### src/rtl/hazard_scoreboard_if.sv
// ID-stage hazard scoreboard bus: decode/writeback inputs and stall controls.
interface hazard_scoreboard_if #(
  parameter int unsigned NREG  = 32,
  parameter int unsigned AW    = 5,
  parameter int unsigned LW    = 4,
  parameter int unsigned CNT_W = 32
);
  logic             id_valid;
  logic [AW-1:0]    rs1_id;
  logic [AW-1:0]    rs2_id;
  logic             rs1_used;
  logic             rs2_used;
  logic [AW-1:0]    rd_id;
  logic             rd_wr;
  logic [LW-1:0]    id_lat;
  logic             flush;
  logic             wb_valid;
  logic [AW-1:0]    wb_rd;
  logic             ifid_write;
  logic             pcwrite;
  logic             hazard;
  logic [NREG-1:0]  busy_vec;
  logic [CNT_W-1:0] stall_cnt;

  modport master (
    output id_valid, rs1_id, rs2_id, rs1_used, rs2_used, rd_id, rd_wr,
           id_lat, flush, wb_valid, wb_rd,
    input  ifid_write, pcwrite, hazard, busy_vec, stall_cnt
  );

  modport slave (
    input  id_valid, rs1_id, rs2_id, rs1_used, rs2_used, rd_id, rd_wr,
           id_lat, flush, wb_valid, wb_rd,
    output ifid_write, pcwrite, hazard, busy_vec, stall_cnt
  );
endinterface

### src/rtl/hazard_scoreboard.sv
// Per-register pending-write scoreboard with latency countdowns; stalls
// RAW/WAW dependents in ID and counts stall cycles (saturating).
module hazard_scoreboard #(
  parameter int unsigned NREG  = 32,
  parameter int unsigned AW    = 5,
  parameter int unsigned LW    = 4,
  parameter int unsigned CNT_W = 32
) (
  input logic          clk,
  input logic          rst_n,
  hazard_scoreboard_if.slave sb
);

  logic [LW-1:0]    cnt_q [NREG];
  logic [LW-1:0]    cnt_d [NREG];
  logic [NREG-1:0]  wbp_q;
  logic [NREG-1:0]  wbp_d;
  logic [CNT_W-1:0] stall_cnt_q;
  logic [CNT_W-1:0] stall_cnt_d;
  logic [NREG-1:0]  busy;
  logic             stall;
  logic             issue;

  // Busy flags derive only from registered state, so a same-cycle writeback
  // never releases a dependent early.
  always_comb begin
    busy = '0;
    for (int unsigned r = 1; r < NREG; r++) begin
      busy[r] = (cnt_q[r] != '0) | wbp_q[r];
    end
  end

  // Stall / issue decision for the instruction in ID.
  always_comb begin
    stall = sb.id_valid & ~sb.flush &
            ((sb.rs1_used & busy[sb.rs1_id]) |
             (sb.rs2_used & busy[sb.rs2_id]) |
             (sb.rd_wr    & busy[sb.rd_id]));
    issue = sb.id_valid & ~stall & ~sb.flush & sb.rd_wr &
            (sb.rd_id != '0) & (sb.id_lat != '0);
  end

  // Scoreboard next state: issue beats writeback beats countdown.
  always_comb begin
    cnt_d[0] = '0;
    wbp_d    = '0;
    for (int unsigned r = 1; r < NREG; r++) begin
      cnt_d[r] = cnt_q[r];
      wbp_d[r] = wbp_q[r];
      if (issue && sb.rd_id == AW'(r)) begin
        if (sb.id_lat == '1) begin
          wbp_d[r] = 1'b1;
          cnt_d[r] = '0;
        end else begin
          cnt_d[r] = sb.id_lat;
          wbp_d[r] = 1'b0;
        end
      end else if (sb.wb_valid && sb.wb_rd == AW'(r)) begin
        wbp_d[r] = 1'b0;
      end else if (cnt_q[r] != '0) begin
        cnt_d[r] = cnt_q[r] - LW'(1);
      end
    end
  end

  // Saturating stall-cycle counter next state.
  always_comb begin
    stall_cnt_d = stall_cnt_q;
    if (stall && (stall_cnt_q != '1)) begin
      stall_cnt_d = stall_cnt_q + CNT_W'(1);
    end
  end

  // State registers; reset drops all pending entries asynchronously.
  always_ff @(posedge clk or negedge rst_n) begin
    if (!rst_n) begin
      for (int unsigned r = 0; r < NREG; r++) begin
        cnt_q[r] <= '0;
      end
      wbp_q       <= '0;
      stall_cnt_q <= '0;
    end else begin
      for (int unsigned r = 0; r < NREG; r++) begin
        cnt_q[r] <= cnt_d[r];
      end
      wbp_q       <= wbp_d;
      stall_cnt_q <= stall_cnt_d;
    end
  end

  // Output drive.
  always_comb begin
    sb.ifid_write = ~stall;
    sb.pcwrite    = ~stall;
    sb.hazard     = stall;
    sb.busy_vec   = busy;
    sb.stall_cnt  = stall_cnt_q;
  end

endmodule

### src/flat_wrapper.sv
// flat-port wrapper written by rule: the top's interface ports become plain ports
module hazard_scoreboard_flat 
#(
  parameter int unsigned NREG  = 32,
  parameter int unsigned AW    = 5,
  parameter int unsigned LW    = 4,
  parameter int unsigned CNT_W = 32
)
  (clk, rst_n, sb_id_valid, sb_rs1_id, sb_rs2_id, sb_rs1_used, sb_rs2_used, sb_rd_id, sb_rd_wr, sb_id_lat, sb_flush, sb_wb_valid, sb_wb_rd, sb_ifid_write, sb_pcwrite, sb_hazard, sb_busy_vec, sb_stall_cnt);
  hazard_scoreboard_if #(.NREG(NREG), .AW(AW), .LW(LW), .CNT_W(CNT_W)) sb_i ();
  input logic clk;
  input logic rst_n;
  input wire logic [$bits(sb_i.id_valid)-1:0] sb_id_valid;
  input wire logic [$bits(sb_i.rs1_id)-1:0] sb_rs1_id;
  input wire logic [$bits(sb_i.rs2_id)-1:0] sb_rs2_id;
  input wire logic [$bits(sb_i.rs1_used)-1:0] sb_rs1_used;
  input wire logic [$bits(sb_i.rs2_used)-1:0] sb_rs2_used;
  input wire logic [$bits(sb_i.rd_id)-1:0] sb_rd_id;
  input wire logic [$bits(sb_i.rd_wr)-1:0] sb_rd_wr;
  input wire logic [$bits(sb_i.id_lat)-1:0] sb_id_lat;
  input wire logic [$bits(sb_i.flush)-1:0] sb_flush;
  input wire logic [$bits(sb_i.wb_valid)-1:0] sb_wb_valid;
  input wire logic [$bits(sb_i.wb_rd)-1:0] sb_wb_rd;
  output wire logic [$bits(sb_i.ifid_write)-1:0] sb_ifid_write;
  output wire logic [$bits(sb_i.pcwrite)-1:0] sb_pcwrite;
  output wire logic [$bits(sb_i.hazard)-1:0] sb_hazard;
  output wire logic [$bits(sb_i.busy_vec)-1:0] sb_busy_vec;
  output wire logic [$bits(sb_i.stall_cnt)-1:0] sb_stall_cnt;
  assign sb_i.id_valid = sb_id_valid;
  assign sb_i.rs1_id = sb_rs1_id;
  assign sb_i.rs2_id = sb_rs2_id;
  assign sb_i.rs1_used = sb_rs1_used;
  assign sb_i.rs2_used = sb_rs2_used;
  assign sb_i.rd_id = sb_rd_id;
  assign sb_i.rd_wr = sb_rd_wr;
  assign sb_i.id_lat = sb_id_lat;
  assign sb_i.flush = sb_flush;
  assign sb_i.wb_valid = sb_wb_valid;
  assign sb_i.wb_rd = sb_wb_rd;
  assign sb_ifid_write = sb_i.ifid_write;
  assign sb_pcwrite = sb_i.pcwrite;
  assign sb_hazard = sb_i.hazard;
  assign sb_busy_vec = sb_i.busy_vec;
  assign sb_stall_cnt = sb_i.stall_cnt;
  hazard_scoreboard #(.NREG(NREG), .AW(AW), .LW(LW), .CNT_W(CNT_W)) u_core (.clk(clk), .rst_n(rst_n), .sb(sb_i));
endmodule
### config.mk
export PLATFORM = sky130hd
export DESIGN_NAME = hazard_scoreboard_flat
export DESIGN_NICKNAME = d
export VERILOG_FILES = /design/src/rtl/hazard_scoreboard_if.sv /design/src/rtl/hazard_scoreboard.sv /design/src/flat_wrapper.sv
export SDC_FILE = /design/constraint.sdc
export NUM_CORES = 1
export LEC_CHECK = 0
export CAP_MARGIN = 20
export CORE_MARGIN = 10
export CORE_UTILIZATION = 30
export DETAILED_ROUTE_END_ITERATION = 10
export HOLD_SLACK_MARGIN = 0.1
export SYNTH_ARGS = -nofsm -noshare
export SYNTH_HDL_FRONTEND = slang
export SYNTH_SLANG_ARGS = --single-unit
### constraint.sdc
create_clock -name clk -period 5.8 [get_ports clk]
set_clock_uncertainty 0.1 [all_clocks]
set_input_delay 1.16 -clock clk [delete_from_list [all_inputs] [get_ports clk]]
set_output_delay 1.16 -clock clk [all_outputs]
set_load 0.1 [all_outputs]
* Word level (Yosys, flattened, before mapping)
Cells that the tools add are included.
Operators by class: $add $sub $neg 32, $mul 0, div/mod/pow operators 0, order comparisons 3, equal/unequal tests 95, shift-type cells 0, multiplexer cells 163, bitwise logic cells 45, reductions and logical operators 189
Operators with widths (count):
- 4-bit 2-to-1 mux | 94
- 5-bit equality test (second input constant) | 32
- 4-bit nonzero test | 32
- 2-bit nonzero test | 62
- 4-bit by 1-bit subtractor with 4-bit output (second input constant) | 31
- 5-bit by 4-bit equality test with 1-bit output (second input constant) | 16
- 1-bit 2-to-1 mux | 66
- 1-bit logical AND | 63
- 2-bit by 1-bit inequality test with 1-bit output (second input constant) | 31
- 2-bit AND reduction | 31
- 5-bit by 3-bit equality test with 1-bit output (second input constant) | 8
- 1-bit bitwise OR | 33
- 32-bit by 1-bit adder with 32-bit output (second input constant) | 1
- 32-bit inequality test (second input constant) | 1
- 5-bit by 2-bit equality test with 1-bit output (second input constant) | 4
- 5-bit by 6-bit less-than comparator with 1-bit output (second input constant) | 3
- 1-bit binary-select mux with 5-bit select | 3
- 1-bit bitwise AND | 10
- 5-bit by 1-bit equality test with 1-bit output (second input constant) | 2
- 5-bit nonzero test | 1
- 4-bit equality test (second input constant) | 1
- 1-bit inverter | 2
Storage, ports and cells: bits in registers 187, bits in latches 0, bits in writable memories 0, memory bits (read-only) 0, input port bits 32, output and inout bits 67, logic and storage cells 590, memories 0

* Depth between registers and ports, before layout
word-level depth 17, mapped depth 14

* Least setup slack after synthesis
Ideal clock, no wire load.
kind register to output, from register u_core.cnt_q[28] (netlist name), to output sb_hazard, arrival time 4.666 ns, data required time 4.540 ns, path slack -0.126 ns, stages on the path, launching flop included 14, path buffers 3, cells stage by stage dfrtp_1 -> inv_1 -> ha_1 -> or4b_1 -> clkbuf_1 -> mux4_2 -> or3_1 -> o311ai_1 -> a211o_1 -> and2_1 -> buf_2 -> buf_2 -> nand2b_1 -> inv_1
Between the ends: longest elaborated chain between the ends 8, elaborated cells on any way between the ends 14, classes of those cells 6 x mux; 7 x bitwise; 1 x reduce/logical
Ends and longest elaborated chain:
- start: declaration | RTL line hazard_scoreboard.sv:14 | logic [LW-1:0] cnt_q [NREG];
- start signal: indexed assignment | RTL line hazard_scoreboard.sv:84 | cnt_q[r] <= cnt_d[r];
- 4-bit nonzero test (*) | RTL line hazard_scoreboard.sv:29 | busy[r] = (cnt_q[r] != '0) | wbp_q[r];
- 1-bit bitwise OR (*) | RTL line hazard_scoreboard.sv:29
- named net sb_busy_vec[24] | RTL line flat_wrapper.sv:27 | output wire logic [$bits(sb_i.busy_vec)-1:0] sb_busy_vec;
- 1-bit binary-select mux with 5-bit select (on tied branches) | RTL line hazard_scoreboard.sv:36, hazard_scoreboard.sv:37
- 1-bit 2-to-1 mux (on tied branches) | RTL line hazard_scoreboard.sv:36, hazard_scoreboard.sv:37
- 1-bit bitwise AND (on tied branches) | RTL line hazard_scoreboard.sv:36, hazard_scoreboard.sv:37
- 1-bit bitwise OR | RTL line hazard_scoreboard.sv:36 | ((sb.rs1_used & busy[sb.rs1_id]) |
- 1-bit bitwise OR (*) | RTL line hazard_scoreboard.sv:37 | (sb.rs2_used & busy[sb.rs2_id]) |
- 1-bit bitwise AND (*) | RTL line hazard_scoreboard.sv:35 | stall = sb.id_valid & ~sb.flush &
- end: declaration | RTL line flat_wrapper.sv:26 | output wire logic [$bits(sb_i.hazard)-1:0] sb_hazard;
The timed path passes the listed nets; every way through them passes the cells marked *. The select of a mux whose other input is x is not followed.

* Worst setup path after layout
from input sb_rs2_id[2], to output sb_hazard
Between the ends: longest elaborated chain between the ends 6
Ends and longest elaborated chain:
- start: declaration | RTL line flat_wrapper.sv:15 | input wire logic [$bits(sb_i.rs2_id)-1:0] sb_rs2_id;
- 1-bit binary-select mux with 5-bit select | RTL line hazard_scoreboard.sv:37
- 1-bit 2-to-1 mux (implied by the code) | RTL line hazard_scoreboard.sv:37
- 1-bit bitwise AND | RTL line hazard_scoreboard.sv:37
- 1-bit bitwise OR | RTL line hazard_scoreboard.sv:36
- 1-bit bitwise OR | RTL line hazard_scoreboard.sv:37
- 1-bit bitwise AND | RTL line hazard_scoreboard.sv:35
No other way between the ends. The select of a mux whose other input is x is not followed.

==> flow_summary.json <==
{
  "nNetsFinal": 1471,
  "syn_nets": 1387,
  "ir_worst_vdd_uv": 405.2,
  "grt_pass1_vias": 9727,
  "cts-resized-gates": 0,
  "seq_area_frac_synth_pct": 40.03,
  "worst_slew_pin_slew_ns": 1.007,
  "grt_pass1_wl_um": 55830,
  "cpMaxStageDelayCell": "clkdlybuf4s50_1",
  "reg2reg_from": "u_core.cnt_q[44]",
  "powerDensity_mw_per_mm2": 484.4,
  "maxCapViolCount": 0,
  "synth_edf_count": 0,
  "setup_viol": 0,
  "post_synth_num_cell_types": 73,
  "synth.area.top_cells": "dfrtp_1, ha_1, nand2_1",
  "synthArstFlopShare_pct": 100.0,
  "drt_iter0_drc": 789,
  "critPathRequiredTime_ns": 4.54,
  "cts_tree": "yes",
  "netlist_area_mm2": 0.01169,
  "hold_slack_ns": 0.3809,
  "h-tree-depth": 4,
  "grt_usage_pct": 14.98,
  "syn_avg_cell_area_um2": 9.047,
  "fillerInstances": 3969,
  "ys_warn_count": 0,
  "dr.pass1.iters": 5,
  "crit_family": "simple AND/OR/NAND/NOR gates",
  "utilization_pct": 36.22,
  "worstSetupPathType": "primary input to output pin",
  "hold_class": "register to register",
  "hold_viol": 0,
  "hold_start": "u_core.wbp_q[6]",
  "crit_fanout": 11,
  "cp_num_buf_inv": 4,
  "antenna_found_initial": 1,
  "grt_max_degree": 105,
  "period_share_pct": 91.50,
  "hpwlAfterDp_um": 25270,
  "cts_setup_buffers": 0,
  "outcome": "completed",
  "via_count": 9847,
  "fmax_mhz": 188.4,
  "fin_crit_ns": 5.307,
  "cp-end-kind": "output pin",
  "seq_area_mm2": 0.004679,
  "synth_top_area_cell": "dfrtp_1",
  "maxSlewHeadroom_pct": 31.94,
  "crit_chain": "clkdlybuf4s50_1 > inv_2 > mux2i_1 > o22ai_1 > or3_1 > and4b_1 > nor3_2 > and2_1 > nand2b_2 > inv_1 > buf_12",
  "critPathLaunchType": "primary input",
  "io_pins": 99,
  "syn_inst": 1292,
  "ant_nets": 0,
  "root_buffer": "clkbuf_16",
  "die_h_um": 217.4,
  "mostFrequentLayoutCells": "nand2_1, dfrtp_1, clkdlybuf4s50_1",
  "path_clk_slew_ns": 0.07,
  "core-area_mm2": 0.03856,
  "rows": 72,
  "wl_um": 35590,
  "slew_violations": 0,
  "startpoint": "sb_rs2_id[2]",
  "multi_input_area_mm2": 0.006486,
  "dieArea_mm2": 0.04726,
  "p_leak_nw": 5.838,
  "drive_above_1_share_pct": 6.983,
  "clock_path_buffers": 2,
  "postCtsHoldBufs": 0,
  "tns_ns": 0,
  "start_util_pct": 30.32,
  "ys.flop_type": "dfrtp_1",
  "cts_made_buffers": 17,
  "gp_congestion": 0.8971,
  "numPortBuffers": 97,
  "synth.top_cell.area_share_pct": 40.03,
  "cts.sinks": 187,
  "slowest_delay_ns": 0.62,
  "rsz0062_at_grt": "false",
  "syn2layout_area_growth_pct": 19.47,
  "vias_per_cell": 5.161,
  "die_w_um": 217.4,
  "insertion_delay_ns": 0.45,
  "arrival_ns": 4.05,
  "ys_ff_latch": 187,
  "drcViolationCount": 0,
  "final_common_cell": "nand2_1",
  "wl_per_cell_um": 18.65,
  "gr-total-overflow": 0
}
[cell usage after synthesis, drive strengths merged, types with 19 or more instances]
master and number:
a22oi 19, clkbuf 39, dfrtp 187, ha 63, inv 82, mux2i 63, nand2 197, nand3 28
nand4 21, nor2 81, nor3 44, nor4 31, o21ai 116, xnor2 47, xor2 69
[sequential cells by signal, indices dropped and copies added, names as in the netlist]
signal               count
u_core.sb.stall_cnt     32
u_core.wbp_q            31
u_core.cnt_q           124
[stage by stage]
stage | worst slack, ns | cells | power [W] | instance area (µm²)
2_1_floorplan | 0.3555 | 1292 | 0.004649 | 11690
3_3_place_gp | 0.6179 | 1875 | 0.005322 | 13310
3_5_place_dp | 0.5098 | 1875 | 0.005438 | 13310
4_1_cts | 0.5114 | 1907 | 0.006795 | 13960
5_1_grt | 0.3358 | 1907 | 0.007288 | 13960
6_report | 0.4927 | 1908 | 0.006765 | 13960
[per-layer routing]
layer | vias up | global-route usage [%] | routed length (µm)
li1 | 4663 | - | -
met1 | 4791 | 19.70 | 15890
met2 | 336 | 23.28 | 15960
met3 | 57 | 4.300 | 2892
met4 | 0 | 4.731 | 845
met5 | - | 0 | 0
[power breakdown]
group	switching (W)	internal [W]
Sequential	0.000438	0.00181
Combinational	0.00192	0.00126
Clock	0.000567	0.000758
Total	0.00293	0.00383
[kinds of logic after synthesis]
kind of cell | share of synthesized area [%]
simple gates | 22.19
compound gates | 11.02
flops | 40.03
buf+inv | 4.646
xor+xnor | 8.692
mux | 6.647
fa+ha+maj | 6.744
other cells | 0.03208
[worst reg2reg max path, stage by stage, from the launching register on]
cell	delay, ns
dfrtp_1	0.40
inv_1	0.09
ha_1	0.16
nor4b_1	0.75
buf_4	0.29
nor4_1	0.06
a311oi_1	0.27
nand4_1	0.13
and4b_1	0.25
nor3_2	0.24
and2_1	0.31
buf_4	0.39
nand3_2	0.53
o21ai_1	0.31
[worst paths after layout]
path	slack (ns)	depth (start not counted)	end
setup / recovery	0.49	11	sb_hazard
min in group asynchronous	0.64	1	u_core.sb.stall_cnt[12]
hold / removal	0.38	2	u_core.wbp_q[6]
setup reg to reg	1.45	13	u_core.cnt_q[54]
hold reg to reg	0.38	2	u_core.wbp_q[6]
max in group asynchronous	3.88	2	u_core.cnt_q[74]
[area by class of cell]
class,instances,area share (%)
Clock buffer,19,3.243
Inverter,82,2.204
Clock inverter,13,1.416
Antenna cell,1,0.01792
Multi-Input combinational cell,968,46.45
Timing Repair Buffer,120,8.521
Sequential cell,187,33.51
Tap cell,518,4.641
Note: power is estimated with default switching activity, not from simulation.
